[src/rtl/switch_block_prog.sv]
// switch_block_prog: programmable three-sided (left/right/top) routing switch
// block. Route selects are shifted serially into a shadow register over the
// configuration chain and then committed atomically to the active register,
// which drives the routing muxes. cfg_dout chains the shadow MSB to the next tile.
//
// Optional build macro SB_OUTPUT_REG_EN: when defined, the routed outputs are
// registered (one cycle of latency). When undefined, the outputs are
// combinational from the active image and the inputs.
module switch_block_prog #(
  parameter int CHANNEL_ONEWAY_WIDTH = 4
) (
  input  logic                            clk,
  input  logic                            rst_n,
  input  logic [CHANNEL_ONEWAY_WIDTH-1:0] left_in,
  input  logic [CHANNEL_ONEWAY_WIDTH-1:0] right_in,
  input  logic [CHANNEL_ONEWAY_WIDTH-1:0] top_in,
  output logic [CHANNEL_ONEWAY_WIDTH-1:0] left_out,
  output logic [CHANNEL_ONEWAY_WIDTH-1:0] right_out,
  output logic [CHANNEL_ONEWAY_WIDTH-1:0] top_out,
  input  logic                            cfg_en,
  input  logic                            cfg_din,
  output logic                            cfg_dout,
  input  logic                            cfg_commit,
  output logic                            cfg_valid,
  output logic                            cfg_err
);

  localparam int unsigned W        = CHANNEL_ONEWAY_WIDTH;
  localparam int unsigned CFG_BITS = 6 * W;
  localparam int unsigned CNT_W    = $clog2(CFG_BITS + 2);

  localparam logic [CNT_W-1:0] CNT_ONE  = CNT_W'(1);
  localparam logic [CNT_W-1:0] CNT_FULL = CNT_W'(CFG_BITS);
  localparam logic [CNT_W-1:0] CNT_OVER = CNT_W'(CFG_BITS + 1);

  typedef enum logic [1:0] {
    EMPTY   = 2'd0,
    LOADING = 2'd1,
    FULL    = 2'd2,
    OVER    = 2'd3
  } state_t;

  logic [CFG_BITS-1:0] shadow;
  logic [CFG_BITS-1:0] active;
  logic [CNT_W-1:0]    count;
  logic [CNT_W-1:0]    count_next;
  state_t              state;
  state_t              state_next;
  logic                commit_ok;

  logic [W-1:0] left_mux;
  logic [W-1:0] right_mux;
  logic [W-1:0] top_mux;

  // Twisted track index used for the A sources and the top-side B source.
  function automatic int unsigned twist(input int unsigned i);
    return (i < W - 1) ? (W - 2 - i) : (W - 1);
  endfunction

  // Two-bit select decode: 00 -> 0, 01 -> A, 10 -> B, 11 (reserved) -> 0.
  function automatic logic pick(input logic [1:0] sel, input logic a, input logic b);
    logic r;
    case (sel)
      2'b01:   r = a;
      2'b10:   r = b;
      default: r = 1'b0;
    endcase
    return r;
  endfunction

  // Classify a bit count into the control state it implies.
  function automatic state_t state_of(input logic [CNT_W-1:0] c);
    state_t s;
    if (c == '0)
      s = EMPTY;
    else if (c < CNT_FULL)
      s = LOADING;
    else if (c == CNT_FULL)
      s = FULL;
    else
      s = OVER;
    return s;
  endfunction

  // Next bit count: any commit attempt restarts the count; a commit coinciding
  // with a shift restarts at one so that shift is still counted.
  always_comb begin
    count_next = count;
    commit_ok  = cfg_commit && !cfg_en && (state == FULL);
    if (cfg_commit)
      count_next = cfg_en ? CNT_ONE : '0;
    else if (cfg_en && (count != CNT_OVER))
      count_next = count + 1'b1;
    state_next = state_of(count_next);
  end

  // Serial configuration shift register, first bit lands in the MSB.
  always_ff @(posedge clk or negedge rst_n) begin
    if (!rst_n)
      shadow <= '0;
    else if (cfg_en)
      shadow <= {shadow[CFG_BITS-2:0], cfg_din};
  end

  assign cfg_dout = shadow[CFG_BITS-1];

  // Control FSM: tracks the bit count and accepts or rejects commits.
  always_ff @(posedge clk or negedge rst_n) begin
    if (!rst_n) begin
      count     <= '0;
      state     <= EMPTY;
      active    <= '0;
      cfg_valid <= 1'b0;
      cfg_err   <= 1'b0;
    end else begin
      count <= count_next;
      state <= state_next;
      if (cfg_commit) begin
        if (commit_ok) begin
          active    <= shadow;
          cfg_valid <= 1'b1;
          cfg_err   <= 1'b0;
        end else begin
          cfg_err   <= 1'b1;
        end
      end
    end
  end

  // Routing muxes driven by the active select image.
  always_comb begin
    left_mux  = '0;
    right_mux = '0;
    top_mux   = '0;
    for (int unsigned i = 0; i < W; i++) begin
      left_mux[i]  = pick(active[2*i +: 2],
                          top_in[twist(i)], right_in[i]);
      right_mux[i] = pick(active[2*(W+i) +: 2],
                          top_in[twist(i)], left_in[i]);
      top_mux[i]   = pick(active[2*(2*W+i) +: 2],
                          left_in[twist(i)], right_in[twist(i)]);
    end
  end

`ifdef SB_OUTPUT_REG_EN
  // Registered routing outputs.
  always_ff @(posedge clk or negedge rst_n) begin
    if (!rst_n) begin
      left_out  <= '0;
      right_out <= '0;
      top_out   <= '0;
    end else begin
      left_out  <= left_mux;
      right_out <= right_mux;
      top_out   <= top_mux;
    end
  end
`else
  assign left_out  = left_mux;
  assign right_out = right_mux;
  assign top_out   = top_mux;
`endif

endmodule

[config.mk]
export PLATFORM = sky130hd
export DESIGN_NAME = switch_block_prog
export DESIGN_NICKNAME = d
export VERILOG_FILES = /design/src/rtl/switch_block_prog.sv
export SDC_FILE = /design/constraint.sdc
export NUM_CORES = 1
export LEC_CHECK = 0
export CAP_MARGIN = 10
export CORE_MARGIN = 1.5
export CORE_UTILIZATION = 50
export CTS_CLUSTER_DIAMETER = 200
export CTS_CLUSTER_SIZE = 30
export DETAILED_ROUTE_END_ITERATION = 12
export DONT_BUFFER_PORTS = 1
export PLACE_DENSITY = 0.72
export SYNTH_ARGS = -nofsm -noshare
export SYNTH_HDL_FRONTEND = slang
export SYNTH_SLANG_ARGS = --single-unit
[constraint.sdc]
create_clock -name clk -period 2.2 [get_ports clk]
set_input_delay 0.22 -clock clk [delete_from_list [all_inputs] [get_ports clk]]
set_output_delay 0.22 -clock clk [all_outputs]
set_load 0.005 [all_outputs]
======== Yosys cells after proc, flatten, opt, wreduce, memory -nomap -nowiden ========
Cells that the tools add are included.
operators by class
  add/sub/neg operators ................... 1
  multiply operators ...................... 0
  divide/modulo/power cells ............... 0
  order comparisons ....................... 1
  eq/ne operators ......................... 27
  shift operators ......................... 0
  mux-type cells .......................... 19
  bitwise gates (word level) .............. 0
  reductions and logical operators ........ 6
operator list
  cell                                                 count
  equality test 2 bit, second input constant           13
  equality test 2 x 1 -> 1 bit, second input constant  12
  case mux 1 bit (2 select lines)                      12
  2-to-1 mux 5 bit                                     2
  adder 5 x 1 -> 5 bit, second input constant          1
  equality test 5 bit, second input constant           1
  logical NOT 5 bit                                    1
  < comparator 5 bit, second input constant            1
  inequality test 5 bit, second input constant         1
  2-to-1 mux 2 bit                                     2
  logical AND 1 bit                                    3
  2-to-1 mux 1 bit                                     3
  AND reduction 2 bit                                  1
  logical NOT 1 bit                                    1
word-level totals
  register bits after elaboration ......... 57
  latch bits .............................. 0
  RAM bits ................................ 0
  ROM bits ................................ 0
  bits of input ports ..................... 17
  output and inout port bits .............. 15
  memories kept ........................... 0

======== Depth between registers and ports, before layout ========
Gate-level depths: netlist of the first run.
  depth in word-level cells ............... 8
  depth in mapped cells ................... 6
  mapped depth without buffers ............ 6

======== Least setup slack after synthesis of the first run ========
No wires, ideal clock.
  path kind ............................... reg-to-reg
  from .................................... register count[0]
  to ...................................... register state[0]
  library setup time ...................... 0.124 ns
  data arrival time ....................... 1.426 ns
  path slack .............................. 0.650 ns
  stages on the path, launching flop included .. 6
  period minus slack after synthesis ...... 1.550 ns
  cells stage by stage .................... dfrtp_1 ha_1 nand4_1 mux2_4 xor2_1 a211o_1
on the way
  word-level cells in the longest chain between the ends .. 8
  elaborated cells between the ends (all ways) .. 11
  classes of those cells .................. 1 x add/sub; 1 x order compare; 2 x eq/ne; 5 x mux; 2 x reduce/logical
ends and longest elaborated chain
  element                                                       RTL line  text
  start, declared                                               45        logic [CNT_W-1:0] count;
  start signal, assigned                                        116       count <= count_next;
  branches (longest 2 deep; another with adder 5 x 1 -> 5 bit)  -
  2-to-1 mux 5 bit *                                            92        else if (cfg_en && (count != CNT_OVER))
  2-to-1 mux 5 bit *                                            90        if (cfg_commit)
  via count_next[4]                                             46        logic [CNT_W-1:0] count_next;
  branches (longest 3 deep; another with < comparator 5 bit)    -
  2-to-1 mux 2 bit *                                            74        if (c == '0)
  via state_next[0]                                             48        state_t state_next;
  end signal, assigned                                          117       state <= state_next;
  end, declared                                                 47        state_t state;
Mark *: on every way through the listed nets, which the timed path passes.
A chain may end at the register's enable or synchronous reset.

======== Worst setup path in the final report of the first run ========
  from .................................... register count[0]
  to ...................................... register state[0]
on the way
  word-level cells in the longest chain between the ends .. 8
  elaborated cells between the ends (all ways) .. 11
  classes of those cells .................. 1 x add/sub; 1 x order compare; 2 x eq/ne; 5 x mux; 2 x reduce/logical
ends and longest elaborated chain
  element                                                       RTL line
  branches (longest 2 deep; another with adder 5 x 1 -> 5 bit)  -
  2-to-1 mux 5 bit *                                            92
  2-to-1 mux 5 bit *                                            90
  branches (longest 3 deep; another with < comparator 5 bit)    -
  2-to-1 mux 2 bit *                                            74
  via state_next[0]                                             48
Marks and branches as above.

==> flow_metrics.py, run 1 <==
metrics = {
    "layout": {
        "area_delta_synth_final_pct": 11.2,
        "fillCellCount": 424,
        "antenna_cells": 0,
        "drive_gt1_share_pct": 17.9,
        "final_core_util_pct": 58.6,
        "design_area_um2": 3030,
        "nets": 295,
    },
    "routing": {
        "antenna_left": 0,
        "wl_mm": 4.35,
        "wl_per_cell_um": 13.3,
        "drc": 0,
        "post_drt_via_cell_ratio": 5.23,
        "detail_route.iter0.violations": 69,
        "firstDrtPassIters": 4,
        "via_count": 1710,
    },
    "min_path": {
        "min_to": "count[0]$_DFF_PN0_",
        "holdPathStages": 2,
        "hold_start": "cfg_en",
        "min_path_type": "in -> reg",
    },
    "grt": {
        "gr-total-overflow": 0,
        "grt_max_degree": 58,
        "grt_usage_pct": 16.7,
        "grt_pass1_wl_mm": 7.65,
        "grt_pass1_vias": 1737,
        "antenna_found_initial": 0,
    },
    "power_and_ir_drop": {
        "ir_drop_mv": 0.415,
        "total_power_mw": 2.57,
        "p_leak_nw": 1.40,
        "powerDensity_nw_per_um2": 849,
    },
    "worst_setup_path": {
        "r2r_cells": 5,
        "worstPathMaxFanout": 7,
        "worstPathArrival_ns": 1.87,
        "r2r-start": "count[0]$_DFF_PN0_",
        "cp.required_ns": 2.41,
        "critPathKind": "reg -> reg",
        "r2r_end": "state[0]$_DFF_PN0_",
        "start_kind": "flip-flop",
        "reg2reg_slack_ns": 0.54,
        "crit_path_end_kind": "flip-flop",
    },
    "synthesis": {
        "netlist.top_cell.by_area": "dfrtp_1",
        "synthTopCellsByArea": "dfrtp_1, ha_1, mux2_2",
        "synth_top_area_share_pct": 52.4,
        "yosys_warnings": 0,
        "synthFlopType": "dfrtp_1",
        "synth.yosys.seq_area_share_pct": 52.4,
        "ys_top_cells_by_count": "dfrtp_1, nand2_1, ha_1",
        "syn-cell-area_um2": 2720,
        "syn_inst": 246,
        "syn-num-nets": 289,
        "ys_ff_latch": 57,
        "synthArstFlopShare_pct": 100,
        "synth-edff-count": 0,
        "yosysMostFrequentCell": "dfrtp_1",
        "syn_avg_cell_area_um2": 11.1,
        "synth_cell_types": 27,
    },
    "placement": {
        "numPortBuffers": 0,
        "place_congestion": 0.738,
        "place_area_um2": 2790,
        "hpwlAfterDp_mm": 2.85,
    },
    "floorplanning": {
        "die_area_um2": 5900,
        "ios": 32,
        "std_cell_rows": 26,
        "die_h_um": 76.8,
        "core_um2": 5170,
        "initial_core_util_pct": 52.7,
        "die_w_um": 76.8,
    },
    "clock_network": {
        "root_buffer": "clkbuf_8",
        "clk_path_buf_depth": 2,
        "ctsResizeCount": 0,
        "clk_latency_ns": 0.33,
        "hold_buffers": 3,
        "cts_buffers": 9,
        "cts.clk_slew.worst_paths_ns": 0.07,
        "cts_tree": "yes",
        "cts_setup_buffers": 0,
        "htree_levels": 3,
        "clock_sinks": 57,
    },
    "job": {
        "maxCapViolCount": 0,
    },
    "sta": {
        "fin_crit_sh_pct": 75.3,
        "fin_crit_ns": 1.66,
        "setup_tns_ns": 0,
        "max_freq_mhz": 604,
        "worstMarginPinSlew_ns": 0.540,
        "finalMaxSlewViolations": 0,
        "rsz0062_at_grt": "false",
        "hold_viol_final": 0,
        "fin_worst_skew_ns": 0.00815,
        "finalSetupViolCount": 0,
        "slew_headroom_pct": 63.9,
    },
    "status": {
        "outcome": "finished, final reports clean",
    },
}
==> cells in the final DEF, fill, tap and decap left out, types with 4 or more instances in the layout <==
master and n:
mux2_2 25, a22oi_1 12, inv_1 25, dfrtp_1 57, ha_1 26, o21ai_1 4, o21ai_0 22, nor2_1 18
clkbuf_8 13, nand2_1 30
==> logic make-up (layout without fill, tap and decap cells) <==
family,count (synthesis),count (layout),share of synthesized area (%)
and+or+nand+nor,60,60,9.78
DFF,57,57,52.4
AOI/OAI and AO/OA,41,41,8.91
buffers and inverters,34,45,5.24
muxes,27,27,11.4
adders and majority gates,26,26,11.9
xor gates and xnor gates,1,1,0.322
==> area by class of cell <==
type | instances | area [µm²] | area share, %
Clock buffer | 14 | 183 | 6.03
Clock inverter | 2 | 10.0 | 0.330
Inverter | 25 | 93.8 | 3.10
Multi-Input combinational cell | 155 | 1160 | 38.3
Sequential cell | 57 | 1430 | 47.1
Tap cell | 70 | 87.6 | 2.89
Timing Repair Buffer | 4 | 67.6 | 2.23
==> per-layer routing <==
layer / vias to the layer above / GRT usage [%] / share of wire, % / routed length (µm)
li1: 835 / - / - / -
met1: 836 / 19.7 / 47 / 2050
met2: 30 / 26.7 / 47 / 2040
met3: 9 / 5.83 / 4.3 / 187
met4: 0 / 8.70 / 1.7 / 74
met5: - / 0 / 0 / 0
==> per-stage QoR <==
| stage | hold WS (ns) | worst slack, ns | cells |
|---|---|---|---|
| after global routing | 0.0284 | 0.468 | 327 |
| after detailed placement | -0.0745 | 0.568 | 308 |
| after CTS | 0.0180 | 0.565 | 327 |
| final | 0.0373 | 0.544 | 327 |
| after global placement | -0.0744 | 0.618 | 308 |
| after floorplan | -0.0756 | 0.650 | 246 |
==> registers in the layout (all words and copies together) (netlist names) <==
signal     cells
cfg_valid      1
count          5
state          2
active        24
cfg_err        1
shadow        24
==> worst max path at each step <==
stage / startpoint / to / slack, ns
global route: count[0]$_DFF_PN0_ / state[0]$_DFF_PN0_ / 0.47
finish: count[0]$_DFF_PN0_ / state[0]$_DFF_PN0_ / 0.54
CTS: count[0]$_DFF_PN0_ / state[0]$_DFF_PN0_ / 0.56
global placement: count[0]$_DFF_PN0_ / state[0]$_DFF_PN0_ / 0.62
floorplan: count[0]$_DFF_PN0_ / state[0]$_DFF_PN0_ / 0.65
detailed placement: count[0]$_DFF_PN0_ / state[0]$_DFF_PN0_ / 0.57
==> worst max-delay path, stage by stage (launching register included) <==
cell and delay (ns):
dfrtp_1 0.44, ha_1 0.22, nand4b_1 0.14, nand2_1 0.13, o31a_1 0.30, a211o_1 0.30
==> power by group <==
group	internal [mW]	switching [mW]
Combinational	0.171	0.0796
Sequential	1.24	0.151
Clock	0.529	0.397
Total	1.94	0.628
No activity file was read; power rests on OpenSTA's default activity.
==> run 2, diff against run 1 <==
ABC_AREA = 1   (was not set)
PLACE_DENSITY = 0.75   (was 0.72)
clock period = 1.4 ns   (was 2.2 ns; I/O delays follow)
==> flow_metrics.py, run 2 <==
metrics = {
    "job": {
        "maxCapViolCount": 0,
    },
    "synthesis": {
        "synth.yosys.seq_area_share_pct": 49.7,
        "netlist.top_cell.by_area": "dfrtp_1",
        "synth_top_area_share_pct": 49.7,
        "yosys_warnings": 0,
        "synthArstFlopShare_pct": 100,
        "synth-edff-count": 0,
        "syn_inst": 339,
        "ys_ff_latch": 57,
        "syn-cell-area_um2": 2870,
        "synthTopCellsByArea": "dfrtp_1, nand2_1, ha_1",
        "ys_top_cells_by_count": "nand2_1, inv_1, dfrtp_1",
        "yosysMostFrequentCell": "nand2_1",
        "syn-num-nets": 382,
        "synthFlopType": "dfrtp_1",
        "syn_avg_cell_area_um2": 8.46,
        "synth_cell_types": 21,
    },
    "grt": {
        "met1_usage_pct": 21.2,
        "antenna_found_initial": 0,
        "grt_max_degree": 58,
        "grt_use_met3_pct": 6.90,
        "grt_pass1_wl_mm": 8.82,
        "grt_pass1_vias": 2072,
        "gr-total-overflow": 0,
        "use_met2_pct": 31.8,
        "grt_usage_pct": 19.0,
        "busiest_layer": "met2",
    },
    "layout": {
        "drive_gt1_share_pct": 15.8,
        "final_cell_mix": "nand2_1, inv_1, dfrtp_1, o21ai_0, ha_1",
        "nets": 395,
        "layout_commonest_cell": "nand2_1",
        "area_delta_synth_final_pct": 15.2,
        "antenna_cells": 0,
        "fillCellCount": 467,
        "largest_registers": "active x24, shadow x24, count x5",
    },
    "power_and_ir_drop": {
        "ir_drop_mv": 0.678,
        "switching_power_mw": 0.834,
        "powerDensity_nw_per_um2": 1070,
        "power_frac_clock_pct": 40.8,
        "combPwrFrac_pct": 7.4,
        "power_frac_seq_pct": 51.9,
        "p_int_mw": 2.71,
        "p_leak_nw": 1.52,
        "swShare_pct": 23.5,
    },
    "floorplanning": {
        "die_h_um": 78.7,
        "initial_core_util_pct": 52.1,
        "std_cell_rows": 27,
        "die_area_um2": 6200,
        "core_um2": 5510,
        "die_w_um": 78.7,
        "ios": 32,
    },
    "status": {
        "outcome": "finished with violations",
        "violations": "negative hold slack, negative setup slack",
    },
    "routing": {
        "detail_route.iter0.violations": 100,
        "wl_per_cell_um": 12.6,
        "post_drt_via_cell_ratio": 4.98,
        "via_count": 2128,
        "wl_mm": 5.39,
        "firstDrtPassIters": 4,
        "antenna_left": 0,
        "drc": 0,
    },
    "sta": {
        "timing.hold.ws_ns": -0.501,
        "max_freq_mhz": 689,
        "rsz0062_at_grt": "true",
        "finalSetupViolCount": 2,
        "finalMaxSlewViolations": 0,
        "worstMarginPinSlew_ns": 0.343,
        "fin_crit_sh_pct": 104,
        "slew_headroom_pct": 77.0,
        "fin_crit_ns": 1.45,
        "fin_worst_skew_ns": 0.00927,
        "timing.final.ws_setup_ns": -0.0506,
        "hold_viol_final": 57,
    },
    "worst_setup_path": {
        "crit_path_end_kind": "flip-flop",
        "critPathKind": "reg -> reg",
        "cp.required_ns": 1.68,
        "worstPathArrival_ns": 1.73,
        "worstPathMaxFanout": 6,
        "critPathBufInv": 4,
        "crit_family": "simple AND/OR/NAND/NOR gates",
        "slowest_stage": "dfrtp_1",
        "max_stage_delay_ns": 0.41,
        "worstPathCellList": "inv_2 > ha_4 > nand2_4 > inv_2 > nand2_4 > nand2_4 > nand2_1 > nand2_2 > nand3_2 > buf_4 > inv_1",
        "start_kind": "flip-flop",
        "path_common_cell": "nand2_4",
    },
    "placement": {
        "hpwlAfterDp_mm": 3.34,
        "numPortBuffers": 0,
        "pre_cts_ws_ns": -0.0100,
        "place_congestion": 0.831,
    },
    "clock_network": {
        "cts_tree": "yes",
        "cts.clk_slew.worst_paths_ns": 0.06,
        "hold_buffers": 3,
        "clk_latency_ns": 0.34,
        "htree_levels": 3,
        "root_buffer": "clkbuf_8",
        "clock_sinks": 57,
        "cts_buffers": 9,
        "clk_path_buf_depth": 2,
    },
    "min_path": {
        "min_path_type": "in -> async",
    },
}
[run 2: timing repair]
| action | CTS | global route |
|---|---|---|
| gates cloned | 0 | 0 |
| hold endpoints to repair | 83 | 57 |
| gates resized for setup | 4 | 22 |
| pin swaps | 0 | 10 |
| setup endpoints to repair | 4 | 12 |
| buffers inserted | 1 | 8 |
[run 2: worst paths after layout]
kind	from	to	slack, ns	depth (start not counted)
setup / recovery	count[1]$_DFF_PN0_	state[1]$_DFF_PN0_	-0.05	11
hold / removal	rst_n	active[23]$_DFFE_PN0P_	-0.50	0
setup reg to reg	count[1]$_DFF_PN0_	state[1]$_DFF_PN0_	-0.05	11
hold reg to reg	shadow[15]$_DFFE_PN0P_	shadow[16]$_DFFE_PN0P_	0.48	2
max in group asynchronous	rst_n	active[5]$_DFFE_PN0P_	1.79	0
min in group clk	cfg_en	count[2]$_DFF_PN0_	0.06	4
[run 2: cells by family after synthesis]
| family | count (synthesis) | synth area share (%) |
|---|---|---|
| and+or+nand+nor | 120 | 17.5 |
| buffers and inverters | 74 | 10.5 |
| AOI/OAI and AO/OA | 62 | 10.9 |
| DFF | 57 | 49.7 |
| adders and majority gates | 26 | 11.3 |
[run 2: layout make-up]
type / instances / area, µm² / area share, %
multi-input cells: 208 / 1240 / 37.4
clock buffers: 10 / 138 / 4.17
inverters: 62 / 233 / 7.05
well taps: 72 / 90.1 / 2.73
repair buffers: 14 / 135 / 4.09
flip-flops and latches: 57 / 1430 / 43.2
clock inverters: 4 / 45.0 / 1.36
[run 2: power groups by stage]
stage,registers (mW),clock network (mW),logic (mW)
global route,1.85,1.54,0.312
global placement,1.86,0,0.193
detailed placement,1.86,0,0.199
floorplan,1.85,0,0.182
finish,1.84,1.44,0.261
CTS,1.83,1.50,0.239
[run 2: worst reg2reg max path: stages (launching register included)]
cell	delay, ns
dfrtp_1	0.41
inv_2	0.09
ha_4	0.13
nand2_4	0.05
inv_2	0.07
nand2_4	0.06
nand2_4	0.11
nand2_1	0.09
nand2_2	0.10
nand3_2	0.10
buf_4	0.16
inv_1	0.04
[run 2: through the flow]
stage	TNS [ns]	cell area, µm²	power, mW	utilization [%]	cells
2_1_floorplan	0	2870	2.03	-	339
3_3_place_gp	0	2920	2.05	53.0	401
3_5_place_dp	-0.0100	2920	2.06	53.0	401
4_1_cts	0	3160	3.57	57.4	419
5_1_grt	-0.250	3300	3.71	60.0	427
6_report	-0.0958	3300	3.54	60.0	427
[run 2: routing by layer]
| metal | routed length (µm) | vias up |
|---|---|---|
| met4 | 165 | 0 |
| met3 | 251 | 14 |
| met2 | 2660 | 42 |
| met1 | 2310 | 1006 |
| li1 | - | 1066 |
| met5 | 0 | - |
